[config.mk]
export PLATFORM = sky130hd
export DESIGN_NAME = alu_share_arbiter_flat
export DESIGN_NICKNAME = d
export VERILOG_FILES = /design/src/rtl/alu_share_arbiter_if.sv /design/src/rtl/alu_share_arbiter.sv /design/src/flat_wrapper.sv
export SDC_FILE = /design/constraint.sdc
export NUM_CORES = 1
export LEC_CHECK = 0
export ABC_CLOCK_PERIOD_IN_PS = 7850
export BUFFER_PORTS_ARGS = -buffer_cell sky130_fd_sc_hd__buf_2
export CORE_AREA = 10 10 143 145
export CTS_BUF_LIST = sky130_fd_sc_hd__clkbuf_8
export DETAILED_ROUTE_END_ITERATION = 8
export DIE_AREA = 0 0 153 155
export PLACE_DENSITY = 0.64
export SKIP_CTS_REPAIR_TIMING = 1
export SYNTH_ARGS = -nofsm -noshare
export SYNTH_HDL_FRONTEND = slang
export SYNTH_SLANG_ARGS = --single-unit
[constraint.sdc]
create_clock -name clock -period 7.85 [get_ports clock]
set_clock_uncertainty 0.15 [all_clocks]
set_input_delay 0.3925 -clock clock [delete_from_list [all_inputs] [get_ports clock]]
set_output_delay 0.3925 -clock clock [all_outputs]
set_load 0.01 [all_outputs]
[src/rtl/alu_share_arbiter_if.sv]
// Bus bundle between the requesters, the shared pipelined ALU and alu_share_arbiter.
// The arbiter uses the slave modport; the requester/ALU side uses master.
interface alu_share_arbiter_if #(
  parameter int NUM_REQ = 4
);
  logic [NUM_REQ-1:0]    req_valid;
  logic [NUM_REQ-1:0]    req_ready;
  logic [4*NUM_REQ-1:0]  req_funct;
  logic [16*NUM_REQ-1:0] req_x;
  logic [16*NUM_REQ-1:0] req_y;
  logic [16*NUM_REQ-1:0] req_mask;
  logic [NUM_REQ-1:0]    req_carry;
  logic [NUM_REQ-1:0]    req_select;

  logic [15:0]           alu_x;
  logic [15:0]           alu_y;
  logic [15:0]           alu_mask;
  logic [3:0]            alu_funct;
  logic                  alu_carry;
  logic                  alu_select;
  logic                  alu_valid_in;
  logic [15:0]           alu_out;
  logic [31:0]           alu_mul_out;
  logic                  alu_carry_out;
  logic                  alu_valid_out;

  logic [NUM_REQ-1:0]    resp_valid;
  logic [15:0]           resp_result;
  logic [31:0]           resp_mul;
  logic                  resp_carry;

  modport slave (
    input  req_valid, req_funct, req_x, req_y, req_mask, req_carry, req_select,
    output req_ready,
    output alu_x, alu_y, alu_mask, alu_funct, alu_carry, alu_select, alu_valid_in,
    input  alu_out, alu_mul_out, alu_carry_out, alu_valid_out,
    output resp_valid, resp_result, resp_mul, resp_carry
  );

  modport master (
    output req_valid, req_funct, req_x, req_y, req_mask, req_carry, req_select,
    input  req_ready,
    input  alu_x, alu_y, alu_mask, alu_funct, alu_carry, alu_select, alu_valid_in,
    output alu_out, alu_mul_out, alu_carry_out, alu_valid_out,
    input  resp_valid, resp_result, resp_mul, resp_carry
  );
endinterface

[src/rtl/alu_share_arbiter.sv]
// Round-robin sharing of one fixed-latency pipelined ALU among NUM_REQ requesters,
// with drain/idle quiescing. Define ALU_ARB_ERR_CHECK_EN to build the sticky tag/valid check.
module alu_share_arbiter #(
  parameter int NUM_REQ     = 4,
  parameter int ALU_LATENCY = 3
) (
  input  logic                  clock,
  input  logic                  reset,
  alu_share_arbiter_if.slave    bus,
  input  logic                  drain,
  output logic                  idle,
  output logic                  err
);
  localparam int IW = (NUM_REQ > 1) ? $clog2(NUM_REQ) : 1;
  localparam int CW = $clog2(ALU_LATENCY + 2);

  typedef enum logic [1:0] {ST_RUN, ST_DRAIN, ST_IDLE} state_t;

  state_t          state, state_nxt;
  logic [IW-1:0]   rr_ptr;
  logic [IW-1:0]   win_idx;
  logic [NUM_REQ-1:0] grant;
  logic            found;
  logic            accept;
  logic            hs;
  logic [CW-1:0]   inflight;
  logic            drained;

  logic [15:0]     alu_x_p0, alu_y_p0, alu_mask_p0;
  logic [3:0]      alu_funct_p0;
  logic            alu_carry_p0, alu_select_p0;
  logic            vld_p0;
  logic [IW-1:0]   idx_p0;

  logic            tag_vld_p [ALU_LATENCY];
  logic [IW-1:0]   tag_idx_p [ALU_LATENCY];
  logic            tail_vld;
  logic [IW-1:0]   tail_idx;

  always_comb begin
    int idx;
    idx     = 0;
    grant   = '0;
    win_idx = '0;
    found   = 1'b0;
    for (int k = 0; k < NUM_REQ; k++) begin
      idx = (int'(rr_ptr) + k) % NUM_REQ;
      if (!found && bus.req_valid[IW'(idx)]) begin
        found             = 1'b1;
        win_idx           = IW'(idx);
        grant[IW'(idx)]   = 1'b1;
      end
    end
  end

  assign accept        = (state == ST_RUN) && !drain;
  assign bus.req_ready = accept ? grant : '0;
  assign hs            = accept && found;

  assign tail_vld = tag_vld_p[ALU_LATENCY-1];
  assign tail_idx = tag_idx_p[ALU_LATENCY-1];
  // The retiring tail op counts as already gone so idle rises the cycle after the last response.
  assign drained  = (inflight == CW'(tail_vld));

  always_comb begin
    state_nxt = state;
    case (state)
      ST_RUN:   if (drain) state_nxt = ST_DRAIN;
      ST_DRAIN: if (!drain) state_nxt = ST_RUN;
                else if (drained) state_nxt = ST_IDLE;
      ST_IDLE:  if (!drain) state_nxt = ST_RUN;
      default:  state_nxt = ST_RUN;
    endcase
  end

  assign idle = (state == ST_IDLE);

  // Stage p0: issue register driving the ALU
  always_ff @(posedge clock or negedge reset) begin
    if (!reset) begin
      state         <= ST_RUN;
      rr_ptr        <= '0;
      inflight      <= '0;
      vld_p0        <= 1'b0;
      idx_p0        <= '0;
      alu_x_p0      <= '0;
      alu_y_p0      <= '0;
      alu_mask_p0   <= '0;
      alu_funct_p0  <= '0;
      alu_carry_p0  <= 1'b0;
      alu_select_p0 <= 1'b0;
    end else begin
      state  <= state_nxt;
      vld_p0 <= hs;
      if (hs) begin
        rr_ptr        <= IW'((int'(win_idx) + 1) % NUM_REQ);
        idx_p0        <= win_idx;
        alu_x_p0      <= bus.req_x[16*int'(win_idx) +: 16];
        alu_y_p0      <= bus.req_y[16*int'(win_idx) +: 16];
        alu_mask_p0   <= bus.req_mask[16*int'(win_idx) +: 16];
        alu_funct_p0  <= bus.req_funct[4*int'(win_idx) +: 4];
        alu_carry_p0  <= bus.req_carry[win_idx];
        alu_select_p0 <= bus.req_select[win_idx];
      end
      case ({hs, tail_vld})
        2'b10:   inflight <= inflight + CW'(1);
        2'b01:   inflight <= inflight - CW'(1);
        default: inflight <= inflight;
      endcase
    end
  end

  assign bus.alu_x        = alu_x_p0;
  assign bus.alu_y        = alu_y_p0;
  assign bus.alu_mask     = alu_mask_p0;
  assign bus.alu_funct    = alu_funct_p0;
  assign bus.alu_carry    = alu_carry_p0;
  assign bus.alu_select   = alu_select_p0;
  assign bus.alu_valid_in = vld_p0;

  // Stages p1..pL: tag pipeline tracking the ALU's own latency
  always_ff @(posedge clock or negedge reset) begin
    if (!reset) begin
      for (int s = 0; s < ALU_LATENCY; s++) begin
        tag_vld_p[s] <= 1'b0;
        tag_idx_p[s] <= '0;
      end
    end else begin
      tag_vld_p[0] <= vld_p0;
      tag_idx_p[0] <= idx_p0;
      for (int s = 1; s < ALU_LATENCY; s++) begin
        tag_vld_p[s] <= tag_vld_p[s-1];
        tag_idx_p[s] <= tag_idx_p[s-1];
      end
    end
  end

  always_comb begin
    bus.resp_valid = '0;
    if (tail_vld) bus.resp_valid[tail_idx] = 1'b1;
  end

  assign bus.resp_result = bus.alu_out;
  assign bus.resp_mul    = bus.alu_mul_out;
  assign bus.resp_carry  = bus.alu_carry_out;

`ifdef ALU_ARB_ERR_CHECK_EN
  logic err_q;
  always_ff @(posedge clock or negedge reset) begin
    if (!reset) err_q <= 1'b0;
    else if (bus.alu_valid_out != tail_vld) err_q <= 1'b1;
  end
  assign err = err_q;
`else
  logic unused_alu_valid_out;
  assign unused_alu_valid_out = bus.alu_valid_out;
  assign err = 1'b0;
`endif
endmodule

[src/flat_wrapper.sv]
// flat-port wrapper written by rule: the top's interface ports become plain ports
module alu_share_arbiter_flat 
#(
  parameter int NUM_REQ     = 4,
  parameter int ALU_LATENCY = 3
)
  (clock, reset, drain, idle, err, bus_req_valid, bus_req_funct, bus_req_x, bus_req_y, bus_req_mask, bus_req_carry, bus_req_select, bus_req_ready, bus_alu_x, bus_alu_y, bus_alu_mask, bus_alu_funct, bus_alu_carry, bus_alu_select, bus_alu_valid_in, bus_alu_out, bus_alu_mul_out, bus_alu_carry_out, bus_alu_valid_out, bus_resp_valid, bus_resp_result, bus_resp_mul, bus_resp_carry);
  alu_share_arbiter_if #(.NUM_REQ(NUM_REQ)) bus_i ();
  input  logic clock;
  input  logic reset;
  input  logic drain;
  output logic idle;
  output logic err;
  input wire logic [$bits(bus_i.req_valid)-1:0] bus_req_valid;
  input wire logic [$bits(bus_i.req_funct)-1:0] bus_req_funct;
  input wire logic [$bits(bus_i.req_x)-1:0] bus_req_x;
  input wire logic [$bits(bus_i.req_y)-1:0] bus_req_y;
  input wire logic [$bits(bus_i.req_mask)-1:0] bus_req_mask;
  input wire logic [$bits(bus_i.req_carry)-1:0] bus_req_carry;
  input wire logic [$bits(bus_i.req_select)-1:0] bus_req_select;
  output wire logic [$bits(bus_i.req_ready)-1:0] bus_req_ready;
  output wire logic [$bits(bus_i.alu_x)-1:0] bus_alu_x;
  output wire logic [$bits(bus_i.alu_y)-1:0] bus_alu_y;
  output wire logic [$bits(bus_i.alu_mask)-1:0] bus_alu_mask;
  output wire logic [$bits(bus_i.alu_funct)-1:0] bus_alu_funct;
  output wire logic [$bits(bus_i.alu_carry)-1:0] bus_alu_carry;
  output wire logic [$bits(bus_i.alu_select)-1:0] bus_alu_select;
  output wire logic [$bits(bus_i.alu_valid_in)-1:0] bus_alu_valid_in;
  input wire logic [$bits(bus_i.alu_out)-1:0] bus_alu_out;
  input wire logic [$bits(bus_i.alu_mul_out)-1:0] bus_alu_mul_out;
  input wire logic [$bits(bus_i.alu_carry_out)-1:0] bus_alu_carry_out;
  input wire logic [$bits(bus_i.alu_valid_out)-1:0] bus_alu_valid_out;
  output wire logic [$bits(bus_i.resp_valid)-1:0] bus_resp_valid;
  output wire logic [$bits(bus_i.resp_result)-1:0] bus_resp_result;
  output wire logic [$bits(bus_i.resp_mul)-1:0] bus_resp_mul;
  output wire logic [$bits(bus_i.resp_carry)-1:0] bus_resp_carry;
  assign bus_i.req_valid = bus_req_valid;
  assign bus_i.req_funct = bus_req_funct;
  assign bus_i.req_x = bus_req_x;
  assign bus_i.req_y = bus_req_y;
  assign bus_i.req_mask = bus_req_mask;
  assign bus_i.req_carry = bus_req_carry;
  assign bus_i.req_select = bus_req_select;
  assign bus_req_ready = bus_i.req_ready;
  assign bus_alu_x = bus_i.alu_x;
  assign bus_alu_y = bus_i.alu_y;
  assign bus_alu_mask = bus_i.alu_mask;
  assign bus_alu_funct = bus_i.alu_funct;
  assign bus_alu_carry = bus_i.alu_carry;
  assign bus_alu_select = bus_i.alu_select;
  assign bus_alu_valid_in = bus_i.alu_valid_in;
  assign bus_i.alu_out = bus_alu_out;
  assign bus_i.alu_mul_out = bus_alu_mul_out;
  assign bus_i.alu_carry_out = bus_alu_carry_out;
  assign bus_i.alu_valid_out = bus_alu_valid_out;
  assign bus_resp_valid = bus_i.resp_valid;
  assign bus_resp_result = bus_i.resp_result;
  assign bus_resp_mul = bus_i.resp_mul;
  assign bus_resp_carry = bus_i.resp_carry;
  alu_share_arbiter #(.NUM_REQ(NUM_REQ), .ALU_LATENCY(ALU_LATENCY)) u_core (.clock(clock), .reset(reset), .bus(bus_i), .drain(drain), .idle(idle), .err(err));
endmodule
==> impl_metrics.tcl, run 1 <==
set metrics [dict create \
    start_kind "flip-flop" \
    crit_path_end_kind "flip-flop" \
    layout-drive-gt1-share_pct 41.7 \
    clock_sinks 73 \
    yosysSeqAreaShare_pct 34.7 \
    path_buf_inv 4 \
    io_pins 387 \
    gp_congestion 0.798 \
    synthDistinctLibCells 50 \
    crit_fanout 41 \
    irDropWorstVdd_mv 0.267 \
    slowest_delay_ps 840 \
    p_per_area_mw_per_mm2 398 \
    clk_pin_slew_ps 90 \
    ys.flop_type "dfrtp_1" \
    hold_path_class "in -> async" \
    critPathArrivalTime_ps 5120 \
    avgRoutedWirePerCell_um 19.6 \
    cts-root-buf "clkbuf_8" \
    hold_viol 0 \
    grt_max_degree 74 \
    final_common_cell "buf_2" \
    whs_ps 24.3 \
    r2r_cells 10 \
    avgViaCountPerCell 4.94 \
    grt_pass1_vias 5426 \
    syn_nets 846 \
    crit_top_cell "buf_4" \
    drt_pass1_iterations 7 \
    grt_use_total_pct 15.9 \
    core-area_mm2 0.0177 \
    cts_buffers 9 \
    antenna_found_initial 0 \
    die_h_um 155 \
    ant_nets 0 \
    clockBufferDepth 2 \
    globalRouteOverflowTotal 0 \
    yosysWarnings 0 \
    fmax_mhz 198 \
    worst_pin_slew_ps 1010 \
    required_ps 7920 \
    worst-setup-path-type "reg -> reg" \
    cpMaxStageDelayCell "dfrtp_1" \
    port_buffers 286 \
    power_uw 2630 \
    htreeDepth 3 \
    cap_violations 0 \
    reg2reg_to "u_core.bus.alu_funct[0]" \
    dp_hpwl_um 14600 \
    p_leak_uw 0.00332 \
    avgSynthCellArea_um2 9.35 \
    period_share_pct 64.3 \
    synthCells 563 \
    dieWidth_um 153 \
    fp.dieArea_mm2 0.0237 \
    rsz0062_at_grt "false" \
    relSlewSlack_pct 32.8 \
    synth_edf_count 0 \
    timing.final.max_slew_violations 0 \
    finalSetupTns_ps 0 \
    synth_area_mm2 0.00526 \
    setup_viol 0 \
    status "complete, no violations" \
    drt_wl_total_um 19600 \
    diodes 0 \
    synthToLayoutAreaGrowth_pct 25.8 \
    critPathTopFamily "buffers and inverters" \
    r2r_slack_ps 2800 \
    cts_tree "done" \
    start_util_pct 29.8 \
    final_cell_mix "285 x buf_2, 108 x a211oi_1, 73 x dfrtp_1" \
    grt_pass1_wl_um 30600 \
    drc 0 \
    vias 4951 \
    nNetsFinal 1052 \
    rows 49 \
    synth-seq-cells 73 \
    fin_crit_ps 5050 \
    synthArstFlopShare_pct 100 \
    r2r-start "u_core.rr_ptr[0]" \
    drt_iter0_drc 245 \
    worst_skew_pair.late_latency_ps 360 \
    crit_path_cell_trace "inv_1 -> ha_1 -> mux4_2 -> nor3_1 -> a21o_1 -> inv_2 -> buf_4 -> and2_2 -> buf_4 -> a211oi_1" \
]
[flip-flops by register name, summed over array words and instances (netlist names)]
| register | flops |
|---|---|
| u_core.bus.alu_y | 16 |
| u_core.tail_idx | 2 |
| u_core.bus.alu_x | 16 |
| u_core.bus.alu_valid_in | 1 |
| u_core.inflight | 3 |
| u_core.bus.alu_funct | 4 |
| u_core.bus.alu_mask | 16 |
| u_core.tag_idx_p | 4 |
| u_core.state | 2 |
| u_core.tail_vld | 1 |
| u_core.idx_p0 | 2 |
| u_core.bus.alu_carry | 1 |
| u_core.tag_vld_p | 2 |
| u_core.rr_ptr | 2 |
| u_core.bus.alu_select | 1 |
[stage by stage]
step	area (um2)	cells	utilization [%]	setup WS (ps)
2_1_floorplan	5260	563	-	4390
3_3_place_gp	6380	987	36.2	2800
3_5_place_dp	6380	987	36.2	2790
4_1_cts	6620	1003	37.5	2770
5_1_grt	6620	1003	37.5	2380
6_report	6620	1003	37.5	2800
[how the worst max path moves through the flow]
stage                           startpoint                       to  slack (ps)  depth (start not counted)
after CTS                 u_core.rr_ptr[0]     u_core.bus.alu_y[14]        2770                         10
after global placement    u_core.rr_ptr[0]   u_core.bus.alu_mask[6]        2800                         10
after detailed placement  u_core.rr_ptr[0]      u_core.bus.alu_x[3]        2790                         10
final                     u_core.rr_ptr[0]  u_core.bus.alu_funct[0]        2800                         10
after global routing      u_core.rr_ptr[0]  u_core.bus.alu_mask[10]        2380                         10
after floorplan           u_core.rr_ptr[0]       u_core.inflight[2]        4390                         13
[worst register-to-register path, delay by kind of cell (launching register included)]
kind | cells | cell delay, ps
AND/OR/NAND/NOR | 2 | 700
adder cells (fa/ha/maj) | 1 | 550
multiplexers | 1 | 550
buffers and inverters | 4 | 1680
flip-flops | 1 | 840
AO/OA/AOI/OAI | 2 | 430
[synthesized netlist by cell type (2+ instances only)]
cell      number  area share, %
a211oi_1     108             15
dfrtp_1       73             35
nor2_1        69            4.9
mux2i_1       59             11
and3_1        57            6.8
buf_4         50            7.1
clkbuf_1      34            2.4
nand2_1       15            1.1
ha_1           9            2.1
a21oi_1        8           0.76
buf_12         6            2.3
buf_2          6           0.57
inv_1          6           0.43
o21ai_0        5           0.48
mux2_2         4           0.86
a31oi_1        3           0.36
nand3b_1       3           0.43
o21a_1         3           0.43
xor2_1         3           0.50
a21boi_0       2           0.29
a222oi_1       2           0.38
a22oi_1        2           0.29
buf_6          2           0.43
mux4_2         2           0.86
nor2b_1        2           0.24
nor3_1         2           0.19
nor3b_1        2           0.29
nor4b_1        2           0.33
o21ai_1        2           0.19
xnor2_1        2           0.33
[power by group]
group / leakage [uW] / total [uW] / internal [uW] / switching, uW
Sequential: 0.000827 / 679 / 560 / 119
Combinational: 0.00238 / 1590 / 648 / 945
Clock: 0.000119 / 360 / 192 / 167
[cell type report]
type                       instances  area, um2
fill                            1847      11000
multi-input combinational        385       2760
sequential                        73       1830
timing repair buffer             293       1490
tap                              229        287
clock buffer                      10        138
clock inverter                     6       97.6
inverter                           7       26.3
[metal layers]
metal	track usage, %	up-vias	wire (um)
met3	6.51	12	1630
met5	0	-	0
met1	18.6	2301	8220
met4	4.00	0	159
li1	-	2427	-
met2	26.6	211	9640
[kinds of logic (layout without fill, tap and decap cells)]
logic type	count (synthesis)	in the layout	synth area share, %
other	1	1	0.0713
and+or+nand+nor	161	161	15.5
adders and majority gates	10	10	2.52
muxes	65	65	12.9
AOI/OAI and AO/OA	143	143	20.0
DFF	73	73	34.7
xor gates and xnor gates	5	5	0.832
buffers and inverters	105	316	13.3
Note: power is estimated with default switching activity, not from simulation.
==> inputs of run 2 (changes only) <==
--- a/config.mk
+++ b/config.mk
@@ -5,13 +5,13 @@
 export SDC_FILE = /design/constraint.sdc
 export NUM_CORES = 1
 export LEC_CHECK = 0
-export ABC_CLOCK_PERIOD_IN_PS = 7850
+export ABC_CLOCK_PERIOD_IN_PS = 4100
 export BUFFER_PORTS_ARGS = -buffer_cell sky130_fd_sc_hd__buf_2
-export CORE_AREA = 10 10 143 145
+export CORE_AREA = 10 10 144 146
 export CTS_BUF_LIST = sky130_fd_sc_hd__clkbuf_8
 export DETAILED_ROUTE_END_ITERATION = 8
-export DIE_AREA = 0 0 153 155
-export PLACE_DENSITY = 0.64
+export DIE_AREA = 0 0 154 156
+export PLACE_DENSITY = 0.66
 export SKIP_CTS_REPAIR_TIMING = 1
 export SYNTH_ARGS = -nofsm -noshare
 export SYNTH_HDL_FRONTEND = slang
==> constraint.sdc (replaced) <==
create_clock -name clock -period 4.1 [get_ports clock]
set_clock_uncertainty 0.15 [all_clocks]
set_input_delay 0.205 -clock clock [delete_from_list [all_inputs] [get_ports clock]]
set_output_delay 0.205 -clock clock [all_outputs]
set_load 0.01 [all_outputs]
==> run 2 against run 1 <==
Compared with the run above:
- clock power grew 53%
- non-clock buffer count grew 18
- hold slack lost 15 ps
- setup slack lost 2200 ps
- register-to-register slack lost 2200 ps
- critical path depth is the same
- global-route usage grew 0.15 points
- power grew 94%
- combinational power grew 110%
- highest routed layer unchanged
- cell count grew 1.8%
==> impl_metrics.tcl, run 2 (same netlist as run 1, synthesis figures left out) <==
set metrics [dict create \
    grt_max_degree 74 \
    grt_pass1_vias 5426 \
    dieWidth_um 154 \
    globalRouteOverflowTotal 0 \
    vias 5119 \
    final_common_cell "buf_2" \
    worst_skew_pair.late_latency_ps 360 \
    synthToLayoutAreaGrowth_pct 28.6 \
    htreeDepth 3 \
    core-area_mm2 0.0178 \
    avgViaCountPerCell 5.01 \
    final_util_pct 37.9 \
    gp_congestion 0.836 \
    status "complete, no violations" \
    fin_cells 1021 \
    fmax_mhz 285 \
    relSlewSlack_pct 34.6 \
    clock_sinks 73 \
    worst_pin_slew_ps 981 \
    crit_path_start "u_core.rr_ptr[1]" \
    seq_area_mm2 0.00183 \
    crit_path_end_kind "flip-flop" \
    worstHoldStart "bus_req_mask[20]" \
    path_buf_inv 3 \
    hold_viol 0 \
    clockBufferDepth 2 \
    layout-drive-gt1-share_pct 42.0 \
    avgRoutedWirePerCell_um 19.9 \
    drt_pass1_iterations 5 \
    clk_pin_slew_ps 90 \
    ant_nets 0 \
    period_share_pct 85.6 \
    port_buffers 286 \
    critPathArrivalTime_ps 3640 \
    start_kind "flip-flop" \
    worst-setup-path-type "reg -> reg" \
    r2r_slack_ps 590 \
    cts-root-buf "clkbuf_8" \
    grt_pass1_wl_um 30800 \
    fillerInstances 1816 \
    fp.dieArea_mm2 0.0240 \
    timing.final.max_slew_violations 0 \
    cap_violations 0 \
    crit_path_cell_trace "inv_1 -> ha_1 -> mux4_2 -> nor2b_4 -> o21ai_4 -> and2_4 -> buf_12 -> mux2i_1 -> dlygate4sd3_1 -> a211oi_1" \
    grt_use_total_pct 16.1 \
    antenna_found_initial 0 \
    start_util_pct 29.5 \
    crit_fanout 20 \
    drt_wl_total_um 20300 \
    p_leak_uw 0.00339 \
    drt_iter0_drc 284 \
    required_ps 4230 \
    setup_viol 0 \
    r2r-start "u_core.rr_ptr[1]" \
    diodes 0 \
    die_h_um 156 \
    critPathTopFamily "buffers and inverters" \
    cpMaxStageDelayCell "mux4_2" \
    rows 49 \
    slowest_delay_ps 640 \
    drc 0 \
    rsz0062_at_grt "false" \
    hold_path_class "in -> reg" \
    multiInputGateArea_mm2 0.00276 \
    power_uw 5090 \
    final_cell_mix "285 x buf_2, 108 x a211oi_1, 73 x dfrtp_1" \
    nNetsFinal 1070 \
    cts_tree "done" \
    place_inst 998 \
    dp_hpwl_um 15600 \
    cts_buffers 9 \
    finalSetupTns_ps 0 \
    io_pins 387 \
    p_per_area_mw_per_mm2 753 \
    irDropWorstVdd_mv 0.459 \
    fin_crit_ps 3510 \
]
==> run 2: cell count changes in the layout (fill, tap and decap cells not counted), moves of 2 or more <==
cell,previous run,this run
buf_12,0,4
clkinv_4,2,0
clkinvlp_4,0,2
dlygate4sd3_1,0,7
bufinv_16,2,0
buf_4,8,15
==> run 2: final cells by class <==
| class | count | area share (%) |
|---|---|---|
| Clock buffer | 10 | 2.03 |
| Clock inverter | 6 | 0.610 |
| Inverter | 7 | 0.388 |
| Multi-Input combinational cell | 385 | 40.8 |
| Sequential cell | 73 | 27.0 |
| Tap cell | 229 | 4.24 |
| Timing Repair Buffer | 311 | 25.0 |
==> run 2: worst paths after layout <==
path	cells past startpoint	end
worst max-delay path	10	u_core.bus.alu_mask[14]
worst min-delay path	3	u_core.bus.alu_mask[4]
worst max register to register	10	u_core.bus.alu_mask[14]
worst min register to register	0	u_core.tail_vld
max in group asynchronous	2	u_core.bus.alu_y[1]
min in group asynchronous	2	u_core.tag_idx_p[4]
==> run 2: worst register-to-register path: cells and delay by family, from the launching register on <==
kind | cells | cell delay, ps
AOI/OAI and AO/OA | 2 | 360
adders and majority gates | 1 | 350
buffers and inverters | 3 | 900
DFF | 1 | 360
muxes | 2 | 790
and+or+nand+nor | 2 | 520
==> run 2: report_power, final <==
part           internal [uW]  switching, uW  leakage (uW)
Combinational           1390           1910       0.00248
Sequential              1070            174      0.000827
Clock                    238            313     0.0000905
==> run 2: routing by layer <==
metal / wire (um) / up-vias / global-route usage [%]
met5: 0 / - / 0
met4: 320 / 0 / 4.27
met3: 1860 / 29 / 6.95
met2: 9850 / 254 / 25.6
met1: 8290 / 2374 / 19.4
li1: - / 2462 / -
==> run 2: per-stage QoR <==
step,area (um2),hold WS [ps],setup WS [ps]
3_5_place_dp,6520,186,875
2_1_floorplan,5260,-241,642
6_report,6770,9.21,591
3_3_place_gp,6520,182,888
4_1_cts,6700,-129,841
5_1_grt,6770,1.29,475
